[src/rtl/alu_exec_pkg.sv]
// Shared definitions for the ALU execution unit: control codes and the buffered entry record.
package alu_exec_pkg;

  localparam int ALU_CTL_W = 2;

  localparam logic [ALU_CTL_W-1:0] ALU_ADD = 2'b00;
  localparam logic [ALU_CTL_W-1:0] ALU_AND = 2'b01;
  localparam logic [ALU_CTL_W-1:0] ALU_OR  = 2'b10;
  localparam logic [ALU_CTL_W-1:0] ALU_SUB = 2'b11;

  localparam int ALU_DEF_W = 32;

  // Entry record at the default datapath width; the unit rebuilds it at its own WIDTH.
  typedef struct packed {
    logic [ALU_DEF_W-1:0] result;
    logic                 zero;
    logic                 ovf;
  } alu_entry_t;

endpackage

[src/rtl/alu_exec_if.sv]
// Valid/ready operation and result bus of the ALU execution unit.
interface alu_exec_if
  import alu_exec_pkg::*;
#(
  parameter int WIDTH = 32,
  parameter int CNT_W = 16
) ();

  logic                 in_valid;
  logic                 in_ready;
  logic [ALU_CTL_W-1:0] in_ctl;
  logic [WIDTH-1:0]     in_a;
  logic [WIDTH-1:0]     in_b;
  logic                 out_valid;
  logic                 out_ready;
  logic [WIDTH-1:0]     out_result;
  logic                 out_zero;
  logic                 out_ovf;
  logic [CNT_W-1:0]     op_count;

  modport master (
    output in_valid, in_ctl, in_a, in_b, out_ready,
    input  in_ready, out_valid, out_result, out_zero, out_ovf, op_count
  );

  modport slave (
    input  in_valid, in_ctl, in_a, in_b, out_ready,
    output in_ready, out_valid, out_result, out_zero, out_ovf, op_count
  );

endinterface

[src/rtl/alu_exec_fifo2.sv]
// Generic 2-entry valid/ready buffer with registered head; head holds its last value when empty.
module alu_exec_fifo2 #(
  parameter int DW = 8
) (
  input  logic          clk,
  input  logic          rst_n,
  input  logic          push_valid,
  output logic          push_ready,
  input  logic [DW-1:0] push_data,
  output logic          pop_valid,
  input  logic          pop_ready,
  output logic [DW-1:0] pop_data
);

  logic [1:0]    count_q;
  logic [DW-1:0] head_q;
  logic [DW-1:0] tail_q;
  logic          push;
  logic          pop;

  // Ready depends only on the registered count, never on pop_ready.
  assign push_ready = (count_q != 2'd2);
  assign pop_valid  = (count_q != 2'd0);
  assign pop_data   = head_q;
  assign push       = push_valid && push_ready;
  assign pop        = pop_valid && pop_ready;

  always_ff @(posedge clk or negedge rst_n) begin
    if (!rst_n) begin
      count_q <= 2'd0;
      head_q  <= '0;
      tail_q  <= '0;
    end else begin
      case ({push, pop})
        2'b10: begin
          if (count_q == 2'd0) head_q <= push_data;
          else                 tail_q <= push_data;
          count_q <= count_q + 2'd1;
        end
        2'b01: begin
          if (count_q == 2'd2) head_q <= tail_q;
          count_q <= count_q - 2'd1;
        end
        // Simultaneous push/pop only happens at count 1: new entry replaces the head.
        2'b11: head_q <= push_data;
        default: ;
      endcase
    end
  end

endmodule

[src/rtl/alu_exec_unit.sv]
// ALU execution unit: add/and/or/sub with zero flag, 2-entry result buffer and saturating op counter.
// Define ALU_EXEC_OVF_EN to compute and store the signed overflow flag; otherwise out_ovf is tied 0.
module alu_exec_unit
  import alu_exec_pkg::*;
#(
  parameter int WIDTH = 32,
  parameter int CNT_W = 16
) (
  input  logic        clk,
  input  logic        rst_n,
  alu_exec_if.slave   bus
);

`ifdef ALU_EXEC_OVF_EN
  typedef struct packed {
    logic [WIDTH-1:0] result;
    logic             zero;
    logic             ovf;
  } entry_t;
`else
  typedef struct packed {
    logic [WIDTH-1:0] result;
    logic             zero;
  } entry_t;
`endif

  localparam int ENTRY_W = $bits(entry_t);

  entry_t           new_e;
  entry_t           head_e;
  logic [WIDTH-1:0] res;
  logic             fifo_valid;
  logic             fifo_ready;
  logic [CNT_W-1:0] op_count_q;

  always_comb begin
    res = '0;
    case (bus.in_ctl)
      ALU_ADD: res = bus.in_a + bus.in_b;
      ALU_AND: res = bus.in_a & bus.in_b;
      ALU_OR:  res = bus.in_a | bus.in_b;
      ALU_SUB: res = bus.in_a - bus.in_b;
      default: res = '0;
    endcase
  end

  always_comb begin
    new_e        = '0;
    new_e.result = res;
    new_e.zero   = (res == '0);
`ifdef ALU_EXEC_OVF_EN
    case (bus.in_ctl)
      ALU_ADD: new_e.ovf = (bus.in_a[WIDTH-1] == bus.in_b[WIDTH-1]) &&
                           (res[WIDTH-1] != bus.in_a[WIDTH-1]);
      ALU_SUB: new_e.ovf = (bus.in_a[WIDTH-1] != bus.in_b[WIDTH-1]) &&
                           (res[WIDTH-1] != bus.in_a[WIDTH-1]);
      default: new_e.ovf = 1'b0;
    endcase
`endif
  end

  alu_exec_fifo2 #(.DW(ENTRY_W)) u_fifo (
    .clk        (clk),
    .rst_n      (rst_n),
    .push_valid (bus.in_valid),
    .push_ready (fifo_ready),
    .push_data  (new_e),
    .pop_valid  (fifo_valid),
    .pop_ready  (bus.out_ready),
    .pop_data   (head_e)
  );

  assign bus.in_ready   = fifo_ready;
  assign bus.out_valid  = fifo_valid;
  assign bus.out_result = head_e.result;
  assign bus.out_zero   = head_e.zero;
`ifdef ALU_EXEC_OVF_EN
  assign bus.out_ovf    = head_e.ovf;
`else
  assign bus.out_ovf    = 1'b0;
`endif
  assign bus.op_count   = op_count_q;

  always_ff @(posedge clk or negedge rst_n) begin
    if (!rst_n) begin
      op_count_q <= '0;
    end else if (fifo_valid && bus.out_ready && (op_count_q != {CNT_W{1'b1}})) begin
      op_count_q <= op_count_q + CNT_W'(1);
    end
  end

endmodule

[src/flat_wrapper.sv]
// flat-port wrapper written by rule: the top's interface ports become plain ports
module alu_exec_unit_flat import alu_exec_pkg::*;
#(
  parameter int WIDTH = 32,
  parameter int CNT_W = 16
)
  (clk, rst_n, bus_in_valid, bus_in_ctl, bus_in_a, bus_in_b, bus_out_ready, bus_in_ready, bus_out_valid, bus_out_result, bus_out_zero, bus_out_ovf, bus_op_count);
  alu_exec_if #(.WIDTH(WIDTH), .CNT_W(CNT_W)) bus_i ();
  input  logic clk;
  input  logic rst_n;
  input wire logic [$bits(bus_i.in_valid)-1:0] bus_in_valid;
  input wire logic [$bits(bus_i.in_ctl)-1:0] bus_in_ctl;
  input wire logic [$bits(bus_i.in_a)-1:0] bus_in_a;
  input wire logic [$bits(bus_i.in_b)-1:0] bus_in_b;
  input wire logic [$bits(bus_i.out_ready)-1:0] bus_out_ready;
  output wire logic [$bits(bus_i.in_ready)-1:0] bus_in_ready;
  output wire logic [$bits(bus_i.out_valid)-1:0] bus_out_valid;
  output wire logic [$bits(bus_i.out_result)-1:0] bus_out_result;
  output wire logic [$bits(bus_i.out_zero)-1:0] bus_out_zero;
  output wire logic [$bits(bus_i.out_ovf)-1:0] bus_out_ovf;
  output wire logic [$bits(bus_i.op_count)-1:0] bus_op_count;
  assign bus_i.in_valid = bus_in_valid;
  assign bus_i.in_ctl = bus_in_ctl;
  assign bus_i.in_a = bus_in_a;
  assign bus_i.in_b = bus_in_b;
  assign bus_i.out_ready = bus_out_ready;
  assign bus_in_ready = bus_i.in_ready;
  assign bus_out_valid = bus_i.out_valid;
  assign bus_out_result = bus_i.out_result;
  assign bus_out_zero = bus_i.out_zero;
  assign bus_out_ovf = bus_i.out_ovf;
  assign bus_op_count = bus_i.op_count;
  alu_exec_unit #(.WIDTH(WIDTH), .CNT_W(CNT_W)) u_core (.clk(clk), .rst_n(rst_n), .bus(bus_i));
endmodule
[config.mk]
export PLATFORM = sky130hd
export DESIGN_NAME = alu_exec_unit_flat
export DESIGN_NICKNAME = d
export VERILOG_FILES = /design/src/rtl/alu_exec_pkg.sv /design/src/rtl/alu_exec_if.sv /design/src/rtl/alu_exec_fifo2.sv /design/src/rtl/alu_exec_unit.sv /design/src/flat_wrapper.sv
export SDC_FILE = /design/constraint.sdc
export NUM_CORES = 1
export LEC_CHECK = 0
export CORE_MARGIN = 1
export CORE_UTILIZATION = 55
export DETAILED_ROUTE_END_ITERATION = 8
export GPL_ROUTABILITY_DRIVEN = 0
export PLACE_DENSITY = 0.86
export SLEW_MARGIN = 15
export SYNTH_ARGS = -nofsm -noshare
export SYNTH_HDL_FRONTEND = slang
export SYNTH_SLANG_ARGS = --single-unit
[constraint.sdc]
create_clock -name clk -period 2.45 [get_ports clk]
set_input_delay 0.3675 -clock clk [delete_from_list [all_inputs] [get_ports clk]]
set_output_delay 0.3675 -clock clk [all_outputs]
set_load 0.02 [all_outputs]
==> results of run 1 <==
what timing repair did:
item / CTS
gates resized for setup: 225
buffers inserted: 76
hold buffers: 1
hold endpoints to repair: 8
pin swaps: 128
endpoints found under the setup margin: 60
logic make-up after synthesis:
group / count (synthesis)
AO/OA/AOI/OAI: 316
buffers and inverters: 79
XOR/XNOR: 56
flip-flops: 84
adder cells (fa/ha/maj): 42
other: 1
AND/OR/NAND/NOR: 364
multiplexers: 10
through the flow:
stage / setup slack, ps / TNS [ps] / hold WS (ps) / instance area, sq um
3_3_place_gp: -1940 / -75500 / 364 / 10600
2_1_floorplan: -1240 / -29540 / 71.9 / 7650
3_5_place_dp: -2150 / -83060 / 361 / 10600
4_1_cts: -1460 / -45050 / 484 / 12100
==> results.md, run 1 <==
- The clock net in this run drives a total of between 80 and 90 sinks.
- The synthesized netlist devotes 6.83% of its cell area to XOR and XNOR gates.
- Once detailed placement completed, the half-perimeter wirelength came to about 19000 um.
- By instance count, the leading cell after synthesis is sky130_fd_sc_hd__nand2_1.
- The number of enable flip-flop cells after synthesis is 0.
- The most used flip-flop cell after synthesis is sky130_fd_sc_hd__dfrtp_1.
- The area share of the leading cell type in the synthesized netlist is just under 30%.
- After synthesis, the most frequently instantiated cells are 159 x sky130_fd_sc_hd__nand2_1, 97 x sky130_fd_sc_hd__a21oi_1, 87 x sky130_fd_sc_hd__nor2_1, 84 x sky130_fd_sc_hd__dfrtp_1, 81 x sky130_fd_sc_hd__o21ai_0.
- Summing the areas of all compound-gate instances in the mapped netlist gives about 28% of the synthesized area.
- The largest buffer count on any clock path is 2.
- The count of yosys warnings during synthesis is 0.
- Of the total synthesized cell area, the portion taken by full adders, half adders and majority gates is about 7.3%.
- Multiplexer cells account for 1.44% of the synthesized area.
- For this design the top-level I/O count stands at roughly 120.
- The simple-gate share of the synthesized area is between 20% and 30%.
- The netlist uses 84 different library cells.
- In this run the tool buffered the top-level ports with 120 buffer cells.
- After the last repair the worst path ends at a sequential cell input.
- The synthesized netlist occupies a cell area of between 7000 and 8000 sq um.
- The average cell area after synthesis is 7.66 sq um.
- By area the synthesized netlist is led by sky130_fd_sc_hd__dfrtp_1 29%, sky130_fd_sc_hd__nand2_1 8.2%, sky130_fd_sc_hd__ha_1 7.0%, sky130_fd_sc_hd__a21oi_1 6.7%, sky130_fd_sc_hd__o21ai_0 5.6%.
- The die span in x is 117 um.
- Entering global routing, the biggest net connects 60 pins.
- The initial utilization of the core area, before any placement, comes to a little under three fifths.
- Once global-route timing repair stopped, the endpoint with the least setup slack was u_core.u_fifo.tail_q[0]$_DFFE_PN0P_/D.
- Counting the buffers created by CTS gives 9.
- The H-tree depth is 3.
- The run stopped with a tool error.
- The stage at which the run stopped is global routing (5_1_grt).
- The net count after synthesis is between 1000 and 1500.
- The total instance count after detailed placement is approximately 1400.
- sky130_fd_sc_hd__dfrtp_1 takes more of the synthesized area than any other cell.
- Measured along the y axis, the die boundary spans 117 um.
- Clock tree synthesis selected as its root buffer the cell sky130_fd_sc_hd__clkbuf_16.
- The post-synthesis async set-or-reset flop share is 100%.
- After technology mapping, the gate count stands at between 900 and 1000.
- The first error in the log reads "[ERROR DPL-0038] Utilization greater than 100%, impossible to legalize".
- Of the synthesized area, sequential elements account for a little under 30%.
- The flop and latch count out of synthesis is 84.
- By area, the combinational part of the netlist is dominated by compound AO/OA/AOI/OAI gates.
- In this run the core area contains just over 40 standard-cell rows.
==> run 2: changes to the inputs <==
--- a/config.mk
+++ b/config.mk
@@ -6,10 +6,10 @@
 export NUM_CORES = 1
 export LEC_CHECK = 0
 export CORE_MARGIN = 1
-export CORE_UTILIZATION = 55
+export CORE_UTILIZATION = 40
 export DETAILED_ROUTE_END_ITERATION = 8
 export GPL_ROUTABILITY_DRIVEN = 0
-export PLACE_DENSITY = 0.86
+export PLACE_DENSITY_LB_ADDON = 0.15
 export SLEW_MARGIN = 15
 export SYNTH_ARGS = -nofsm -noshare
 export SYNTH_HDL_FRONTEND = slang
==> run 2 against run 1 <==
Net effect: the flow now finishes, with violations (hold timing, setup timing); synthesized cell count unchanged; area after synthesis unchanged.
==> results.md, run 2 <==
- Dividing the detail-routed wire length by the instance count gives between 15 and 20 um.
- The smallest clock period supported by the final layout is computed as 3710 ps.
- The checks that failed: hold timing, setup timing.
- The post-synthesis cell type with the largest combined area is sky130_fd_sc_hd__dfrtp_1 (unchanged).
- The number of endpoints with negative hold slack in the final report came to 9.
- The placeable core region is roughly 18000 sq um.
- The most common cell in the synthesized netlist is sky130_fd_sc_hd__nand2_1 (unchanged).
- The total overflow reported by the global router is 0.
- The number of placed I/O pins is 122 (unchanged).
- The master cell of the clock root buffer is sky130_fd_sc_hd__clkbuf_16 (unchanged).
- The sort of element at the start of the critical path is an input pin.
- After detailed routing, the met3 layer carries 1310 um of wire.
- Based on the critical path, the design can be clocked at up to between 200 and 300 MHz.
- Global routing consumed, over all layers together, approximately a quarter of the routing resources.
- In this run the worst path has a maximum fanout of 3.
- The antenna diode count is 0.
- The number of non-filler instances in the completed layout is approximately 1600.
- At the worst endpoint, the arrival time is between 3000 and 4000 ps.
- The area share of the leading cell type in the synthesized netlist is 28.8% (unchanged).
- The setup slack after layout is -1260 ps.
- The first-pass GRT wire length is around 37000 um.
- The most common flop cell mapped by yosys is sky130_fd_sc_hd__dfrtp_1 (unchanged).
- The minimum hold slack is -15.3 ps.
- The min-delay analysis places its worst path in the category input pin to async pin.
- The detailed router used layers up to and including met4.
- In this run, the combinational gates consume 59.6% of the power.
- The die span in x was 137 um (was 117 um).
- The largest buffer count on any clock path was 2 (unchanged).
- Leaving out fill and tap cells, the most frequent cell in the layout is sky130_fd_sc_hd__buf_4.
- The internal power component is ~5.3 mW.
- The flop and latch count out of synthesis is 84 (unchanged).
- In the final layout, the multi-input gates occupy approximately 6000 sq um.
- The final clock skew is 7.59 ps.
- At the worst endpoint, the required time is roughly 2700 ps.
- The H-tree depth was 3 (unchanged).
- The critical path in this run is classified as input pin to flop.
- The capture point of the worst reg-to-reg path is u_core.u_fifo.pop_data[26].
- After detailed routing, the number of remaining DRC violations is 0.
- The average cell area after synthesis was 7.66 sq um (unchanged).
- From synthesis to final layout, the design area changed by 71.3%.
- The number of pins with negative max-slew slack in the final report is 0.
- The die area is roughly 19000 sq um.
- The later pin in the worst-skew pair is clocked with a latency of approximately 340 ps.
- The portion of the post-synthesis area used by sequential elements is 28.8% (unchanged).
- The net count after synthesis is 1064 (unchanged).
- Ranking of synthesized cells by area: sky130_fd_sc_hd__dfrtp_1 29%, sky130_fd_sc_hd__nand2_1 8.2%, sky130_fd_sc_hd__ha_1 7.0%, sky130_fd_sc_hd__a21oi_1 6.7%, sky130_fd_sc_hd__o21ai_0 5.6% (unchanged).
- Run status: finished with violations (was aborted with a tool error).
- The number of sinks on the clock net is 84 (unchanged).
- The area of all sequential standard cells is around 2100 sq um.
- Setup violations remaining at the end of the flow were counted as 53.
- The largest vdd supply drop is a little under 900 uV.
- The setup slack of the most critical reg-to-reg path is roughly 270 ps.
- The first-pass iteration count of the detailed router is 5.
- The post-synthesis async set-or-reset flop share was 100% (unchanged).
- The detailed router placed 8479 vias in this run.
- Summed over all cells, the static leakage comes to between 5 and 6 nW.
- The number of rows created at floorplan came to 49 (was 41).
- The reported max-cap violation count is 0.
- At the end of the flow, the number of nets in the layout was 1439.
- Summed over all nets, wire length on met2 after detailed routing comes to 10500 um.
- The number of buffers added to fix hold violations after cts is 0 (was 1).
- The placement-stage cell area is 10800 sq um (was 10600 sq um).
- The net switching component of the power is between 3 and 4 mW.
- The aggregate negative setup slack is -34150 ps.
- The via count of the first global-routing pass is approximately 7600.
- The number of input and output port buffers inserted came to 120 (unchanged).
- The number of buffers created by CTS is 9 (unchanged).
- The y dimension of the die was 137 um (was 117 um).
- The number of standard cells after synthesis was 952 (unchanged).
- The top cell types in the final layout, fill and taps aside, are 250 x sky130_fd_sc_hd__buf_4, 145 x sky130_fd_sc_hd__nand2_1, 94 x sky130_fd_sc_hd__clkdlybuf4s50_1, 84 x sky130_fd_sc_hd__dfrtp_1, 67 x sky130_fd_sc_hd__nor2_1.
- Top cells by count, synth: 159 x sky130_fd_sc_hd__nand2_1, 97 x sky130_fd_sc_hd__a21oi_1, 87 x sky130_fd_sc_hd__nor2_1, 84 x sky130_fd_sc_hd__dfrtp_1, 81 x sky130_fd_sc_hd__o21ai_0 (unchanged).
- The summed instance area of the synthesized netlist came to 7300 sq um (unchanged).
- TritonCTS built the clock tree.
- The fraction of final layout cells sized beyond drive strength 1 is approximately 40%.
- The clock network accounts for between 10% and 20% of the total power.
- Setup repair after global routing could not meet its margin everywhere.
- The first routing iteration left roughly 600 violations.
- The wire length reported by the detailed router is around 24000 um.
- The total instance count after detailed placement came to 1488 (was 1422).
- The switching fraction of total power is approximately 40%.
- Entering global routing, the biggest net connects 64 pins.
- The count of yosys warnings during synthesis came to 0 (unchanged).
- The final worst-path cycle share is 151%.
- The number of enable flip-flop cells after synthesis is 0 (unchanged).
- After detailed routing, the wire length on met1 is approximately 12000 um.
- The layout filler cell count is ~1400.
- The via density per instance is 5.43.
- STA classifies the critical path endpoint as a flop.
- The total power is 8.96 mW.
- The power share of the sequential group is 25.3%.
- The number of different library cells in the post-synthesis netlist is 84 (unchanged).
- Power spread over the standard cell area amounts to between 700 and 800 nW/um^2.
- The worst register-to-register path has a depth of 9.
- The initial core utilization is 40.8% (was 57.1%).
- In this run the remaining antenna-violating nets after routing total 0.
- The critical register-to-register path startpoint is u_core.u_fifo.count_q[0].
- The number of antenna violations at the first check in global routing is 0.
- The HPWL after detailed placement came to 17300 um (was 19000 um).
- After clock tree synthesis, the clock-pin slew on the worst setup and hold paths is around 60 ps.
- The finished cells cover 12500 sq um.
## run 2: cell counts after synthesis
Identical to the previous run, type by type.
## run 2: power groups by stage
stage	Clock (mW)	Combinational [mW]	Sequential (mW)
6_report	1.36	5.34	2.27
5_1_grt	1.45	5.81	2.34
4_1_cts	1.39	4.99	2.27
3_5_place_dp	0	4.57	2.30
3_3_place_gp	0	4.51	2.27
2_1_floorplan	0	2.27	2.58
## run 2: kinds of logic (layout without fill, tap and decap cells)
| logic type | after synthesis | after routing | synth area share, % |
|---|---|---|---|
| other | 1 | 1 | 0.0514 |
| AND/OR/NAND/NOR | 364 | 364 | 23.3 |
| XOR/XNOR | 56 | 56 | 6.83 |
| multiplexers | 10 | 10 | 1.44 |
| buffers and inverters | 79 | 459 | 4.30 |
| AO/OA/AOI/OAI | 316 | 316 | 27.9 |
| adder cells (fa/ha/maj) | 42 | 42 | 7.31 |
| flip-flops | 84 | 84 | 28.8 |
## run 2: repair_timing
action / CTS / global route
buffers inserted: 52 / 31
pin swaps: 119 / 117
gates resized for setup: 198 / 128
endpoints found under the hold margin: 0 / 0
setup endpoints to repair: 61 / 56
cloned: 0 / 0
## run 2: worst max-delay path by stage
stage	startpoint	endpoint	slack, ps	depth (start not counted)
after global placement	bus_in_b[1]	u_core.u_fifo.pop_data[0]	-1950	19
after CTS	bus_in_b[1]	u_core.u_fifo.pop_data[0]	-1260	23
after global routing	bus_in_b[6]	u_core.u_fifo.pop_data[0]	-1390	18
after detailed placement	bus_in_b[1]	u_core.u_fifo.pop_data[0]	-2080	23
after floorplan	bus_in_b[1]	u_core.u_fifo.pop_data[0]	-1240	20
final	bus_in_b[0]	u_core.u_fifo.pop_data[0]	-1260	19
## run 2: worst max-delay path, cell delays in order
cell and delay (ps):
sky130_fd_sc_hd__buf_6 110, sky130_fd_sc_hd__clkinv_4 50, sky130_fd_sc_hd__ha_4 150, sky130_fd_sc_hd__nand2_4 50, sky130_fd_sc_hd__or2_4 230, sky130_fd_sc_hd__nor2_2 110
sky130_fd_sc_hd__nor2_1 60, sky130_fd_sc_hd__xnor2_1 190, sky130_fd_sc_hd__ha_1 280, sky130_fd_sc_hd__a21oi_2 180, sky130_fd_sc_hd__nor2_2 70, sky130_fd_sc_hd__o41a_1 440
sky130_fd_sc_hd__or3_4 420, sky130_fd_sc_hd__a31oi_4 150, sky130_fd_sc_hd__o211a_1 180, sky130_fd_sc_hd__nand4_1 170, sky130_fd_sc_hd__nor4_4 380, sky130_fd_sc_hd__nand4_4 130
sky130_fd_sc_hd__o41ai_2 230
## run 2: area by class of cell
type,count,area share (%)
clock buffers,10,1.83
flip-flops and latches,84,16.8
clock inverters,6,0.571
well taps,229,2.29
multi-input cells,789,48.1
inverters,24,0.861
repair buffers,419,29.5
## run 2: metal layers
metal  GRT usage [%]  vias to the layer above
li1                -                     4212
met1            37.3                     3953
met2            36.9                      282
met3            3.44                       32
met4            6.59                        0
met5               0                        -
## run 2: through the flow
stage / util (%) / setup slack [ps]
floorplan: - / -1240
global placement: 60.1 / -1950
detailed placement: 60.1 / -2080
CTS: 66.4 / -1260
global route: 69.8 / -1390
finish: 69.8 / -1260
(Power assumes the default switching activity.)
==> run 3: changes to the inputs <==
--- a/config.mk
+++ b/config.mk
@@ -7,6 +7,7 @@
 export LEC_CHECK = 0
 export CORE_MARGIN = 1
 export CORE_UTILIZATION = 40
+export CTS_CLUSTER_SIZE = 28
 export DETAILED_ROUTE_END_ITERATION = 8
 export GPL_ROUTABILITY_DRIVEN = 0
 export PLACE_DENSITY_LB_ADDON = 0.15
==> results of run 3 <==
No change in the layout: final DEF, timing and power equal those of run 2.
==> run 4: changes to the inputs <==
--- a/config.mk
+++ b/config.mk
@@ -5,8 +5,10 @@
 export SDC_FILE = /design/constraint.sdc
 export NUM_CORES = 1
 export LEC_CHECK = 0
+export CELL_PAD_IN_SITES_DETAIL_PLACEMENT = 1
+export CELL_PAD_IN_SITES_GLOBAL_PLACEMENT = 2
 export CORE_MARGIN = 1
-export CORE_UTILIZATION = 40
+export CORE_UTILIZATION = 31
 export CTS_CLUSTER_SIZE = 28
 export DETAILED_ROUTE_END_ITERATION = 8
 export GPL_ROUTABILITY_DRIVEN = 0
==> constraint.sdc (replaced) <==
create_clock -name clk -period 2.45 [get_ports clk]
set_input_delay 0.245 -clock clk [delete_from_list [all_inputs] [get_ports clk]]
set_output_delay 0.245 -clock clk [all_outputs]
set_load 0.02 [all_outputs]
==> run 4 against run 3 <==
Net effect: the run ends with setup timing left; hold slack better by 410 ps; wire length up 27%; die area up 29%; global-route usage down 0.82 points; critical path depth up 4; clock power up 11%; via count up 4.8%; worst setup slack better by 63 ps.
==> results.md, run 4 (synthesis results as in run 2) <==
- The capture point of the worst reg-to-reg path is u_core.u_fifo.pop_data[0] (was u_core.u_fifo.pop_data[26]).
- The required time of the critical path is 2700 ps (was 2690 ps).
- The y dimension of the die is 155 um (was 137 um).
- The first-pass GRT wire length is 46600 um (was 37200 um).
- The critical register-to-register path startpoint is u_core.u_fifo.count_q[0] (unchanged).
- The reported max-cap violation count is 0 (unchanged).
- The total global-route track usage was 24.1% (was 24.9%).
- The largest buffer count on any clock path was 2 (unchanged).
- The start-to-end type of the worst setup path was input pin to flop (unchanged).
- The largest vdd supply drop is 453 uV (was 888 uV).
- The placeable core region was 22800 sq um (was 17900 sq um).
- The remaining routing DRC violations is 0 (unchanged).
- The via density per instance is 5.26 (was 5.43).
- The die area is 24200 sq um (was 18800 sq um).
- The setup slack after layout came to -1200 ps (was -1260 ps).
- The vias after detailed routing came to 8888 (was 8479).
- The first-pass iteration count of the detailed router is 4 (was 5).
- The average wire length per cell after detail routing is 18.0 um (was 15.4 um).
- The placement-stage cell area is 11000 sq um (was 10800 sq um).
- The number of placed I/O pins came to 122 (unchanged).
- The final setup violation count is 52 (was 53).
- The number of endpoints with negative hold slack in the final report came to 0 (was 9).
- The final net count was 1484 (was 1439).
- The HPWL after detailed placement is 21300 um (was 17300 um).
- Run status: finished with violations (unchanged).
- The ratio of total power to cell area is 722 nW/um^2 (was 717 nW/um^2).
- The H-tree depth is 3 (unchanged).
- The layout filler cell count is 2642 (was 1440).
- The met2 routing resource usage after global routing came to 40.6% (was 36.9%).
- Setup repair after global routing missed its margin: yes (unchanged).
- The setup slack of the most critical reg-to-reg path is 180 ps (was 270 ps).
- The start point of the critical path was bus_in_b[1] (was bus_in_b[0]).
- The number of input and output port buffers inserted came to 120 (unchanged).
- The pin slew with the least headroom to its limit is 709 ps.
- The die span in x was 155 um (was 137 um).
- The number of pins with negative max-slew slack in the final report came to 0 (unchanged).
- The wire length reported by the detailed router is 30400 um (was 24000 um).
- The arrival time of the worst setup path is 3890 ps (was 3940 ps).
- The final worst-path cycle share is 149% (was 151%).
- The number of antenna violations at the first check in global routing came to 0 (unchanged).
- The initial core utilization is 31.9% (was 40.8%).
- The master cell of the clock root buffer was sky130_fd_sc_hd__clkbuf_16 (unchanged).
- The sort of element at the start of the critical path was an input pin (unchanged).
- The number of antenna-violating nets in the routed design is 0 (unchanged).
- The number of sinks on the clock net is 84 (unchanged).
- Leading cell types in the layout, fill and taps excluded: 278 x sky130_fd_sc_hd__buf_4, 145 x sky130_fd_sc_hd__nand2_1, 94 x sky130_fd_sc_hd__clkdlybuf4s50_1, 84 x sky130_fd_sc_hd__dfrtp_1, 66 x sky130_fd_sc_hd__buf_6 (was 250 x sky130_fd_sc_hd__buf_4, 145 x sky130_fd_sc_hd__nand2_1, 94 x sky130_fd_sc_hd__clkdlybuf4s50_1, 84 x sky130_fd_sc_hd__dfrtp_1, 67 x sky130_fd_sc_hd__nor2_1).
- The met1 usage in global routing came to 33.7% (was 37.3%).
- The nature of the critical path endpoint is a flop (unchanged).
- The most used routing layer is met2 (was met1).
- The DRC marker count from the first detailed-route iteration came to 292 (was 615).
- The leakage power total came to 5.92 nW (was 5.61 nW).
- The area of all placed cells without fillers is 13200 sq um (was 12500 sq um).
- The clock transition at the registers of the reported paths is 60 ps (about the same).
- The aggregate negative setup slack came to -31930 ps (was -34150 ps).
- The leading cell type in the layout, fill and taps excluded is sky130_fd_sc_hd__buf_4 (unchanged).
- The antenna diode count is 0 (unchanged).
- The total power was 9.56 mW (was 8.96 mW).
- The area growth from synthesis to layout came to 81.5% (was 71.3%).
- The pin count of the biggest net entering global routing is 60 (was 64).
- The fraction of final layout cells sized beyond drive strength 1 came to 44.4% (was 39.9%).
- The kind of path behind the tightest hold check is input pin to async pin (unchanged).
- The clock tree from TritonCTS is yes (unchanged).
- Measured against its own limit, the worst slew margin works out to between 50% and 60%.
- The final clock skew is 9.01 ps (was 7.59 ps).
- The minimum clock period after layout is 3650 ps (was 3710 ps).
- The total overflow reported by the global router is 0 (unchanged).
- The number of rows created at floorplan came to 55 (was 49).
- The cell depth of the worst flop-to-flop path is 9 (unchanged).
- The clock latency on the worst-skew pair came to 340 ps (about the same).
- The highest net fanout along the worst path was 4 (was 3).
- The global-route met3 utilization is 1.70% (was 3.44%).
- The maximum operating frequency was 274 MHz (was 270 MHz).
- The number of buffers created by CTS is 9 (unchanged).
- The timing endpoint of the critical path is u_core.u_fifo.tail_q[0] (was u_core.u_fifo.pop_data[0]).
- The via count of the first global-routing pass came to 9005 (was 7605).
- The area of all sequential standard cells is 2100 sq um (unchanged).
- Violations in the final reports: setup timing (was hold timing, setup timing).
- The footprint of the multi-input gates is 6240 sq um (was 6020 sq um).
## run 4: worst max-delay path, cell delays in order
cell and delay [ps]:
sky130_fd_sc_hd__buf_12 120, sky130_fd_sc_hd__inv_12 50, sky130_fd_sc_hd__ha_4 160, sky130_fd_sc_hd__nand2_4 70, sky130_fd_sc_hd__nor2_4 150, sky130_fd_sc_hd__and3_4 240, sky130_fd_sc_hd__nand2_4 70, sky130_fd_sc_hd__nor2_4 130
sky130_fd_sc_hd__buf_6 130, sky130_fd_sc_hd__nand2_4 50, sky130_fd_sc_hd__nor2_4 90, sky130_fd_sc_hd__buf_4 120, sky130_fd_sc_hd__a21oi_1 70, sky130_fd_sc_hd__xnor2_1 180, sky130_fd_sc_hd__ha_2 350, sky130_fd_sc_hd__buf_4 170
sky130_fd_sc_hd__a2111oi_4 360, sky130_fd_sc_hd__a21oi_1 120, sky130_fd_sc_hd__a2111o_1 320, sky130_fd_sc_hd__o211ai_1 150, sky130_fd_sc_hd__and3_1 230, sky130_fd_sc_hd__nand4_2 100, sky130_fd_sc_hd__o31ai_1 240
## run 4: layer usage
layer,share of wire [%],vias up,wire [um]
met3,3.3,45,999
met2,48,209,14600
met4,1.9,0,588
met5,0,-,0
met1,47,4328,14200
li1,-,4306,-
## run 4: cell type report
class                           instances  share of cell area [%]
Tap cell                              313                    2.96
Inverter                               24                   0.813
Clock buffer                           11                    1.91
Multi-Input combinational cell        789                    47.1
Timing Repair Buffer                  464                    30.7
Clock inverter                          5                   0.633
Sequential cell                        84                    15.9
## run 4: report_power, final
part / total [mW] / switching (mW) / internal (mW)
sequential: 2.28 / 0.343 / 1.94
clock: 1.51 / 0.560 / 0.950
combinational: 5.77 / 3.03 / 2.74
## run 4: worst min path at each step
| stage | from | to | slack, ps | cells past startpoint |
|---|---|---|---|---|
| detailed placement | rst_n | u_core.bus.op_count[4] | 230 | 1 |
| global placement | rst_n | u_core.bus.op_count[3] | 230 | 1 |
| CTS | rst_n | u_core.bus.op_count[4] | 410 | 2 |
| floorplan | rst_n | u_core.bus.op_count[0] | -50 | 0 |
| global route | rst_n | u_core.bus.op_count[4] | 430 | 2 |
| finish | rst_n | u_core.bus.op_count[4] | 400 | 2 |
## run 4: stage by stage
| stage | std cells | worst slack [ps] | hold slack [ps] | util (%) |
|---|---|---|---|---|
| global placement | 1588 | -1920 | 230 | 48.0 |
| detailed placement | 1588 | -1970 | 225 | 48.0 |
| floorplan | 952 | -1120 | -50.6 | - |
| finish | 1690 | -1200 | 397 | 58.0 |
| CTS | 1672 | -1120 | 408 | 54.5 |
| global route | 1690 | -1390 | 435 | 58.0 |
## run 4: timing repair
action / CTS / global route
hold endpoints to repair: 33 / 0
gates resized for setup: 234 / 159
buffers inserted: 74 / 35
hold buffers: 1 / 0
setup endpoints to repair: 61 / 55
pin swaps: 122 / 116
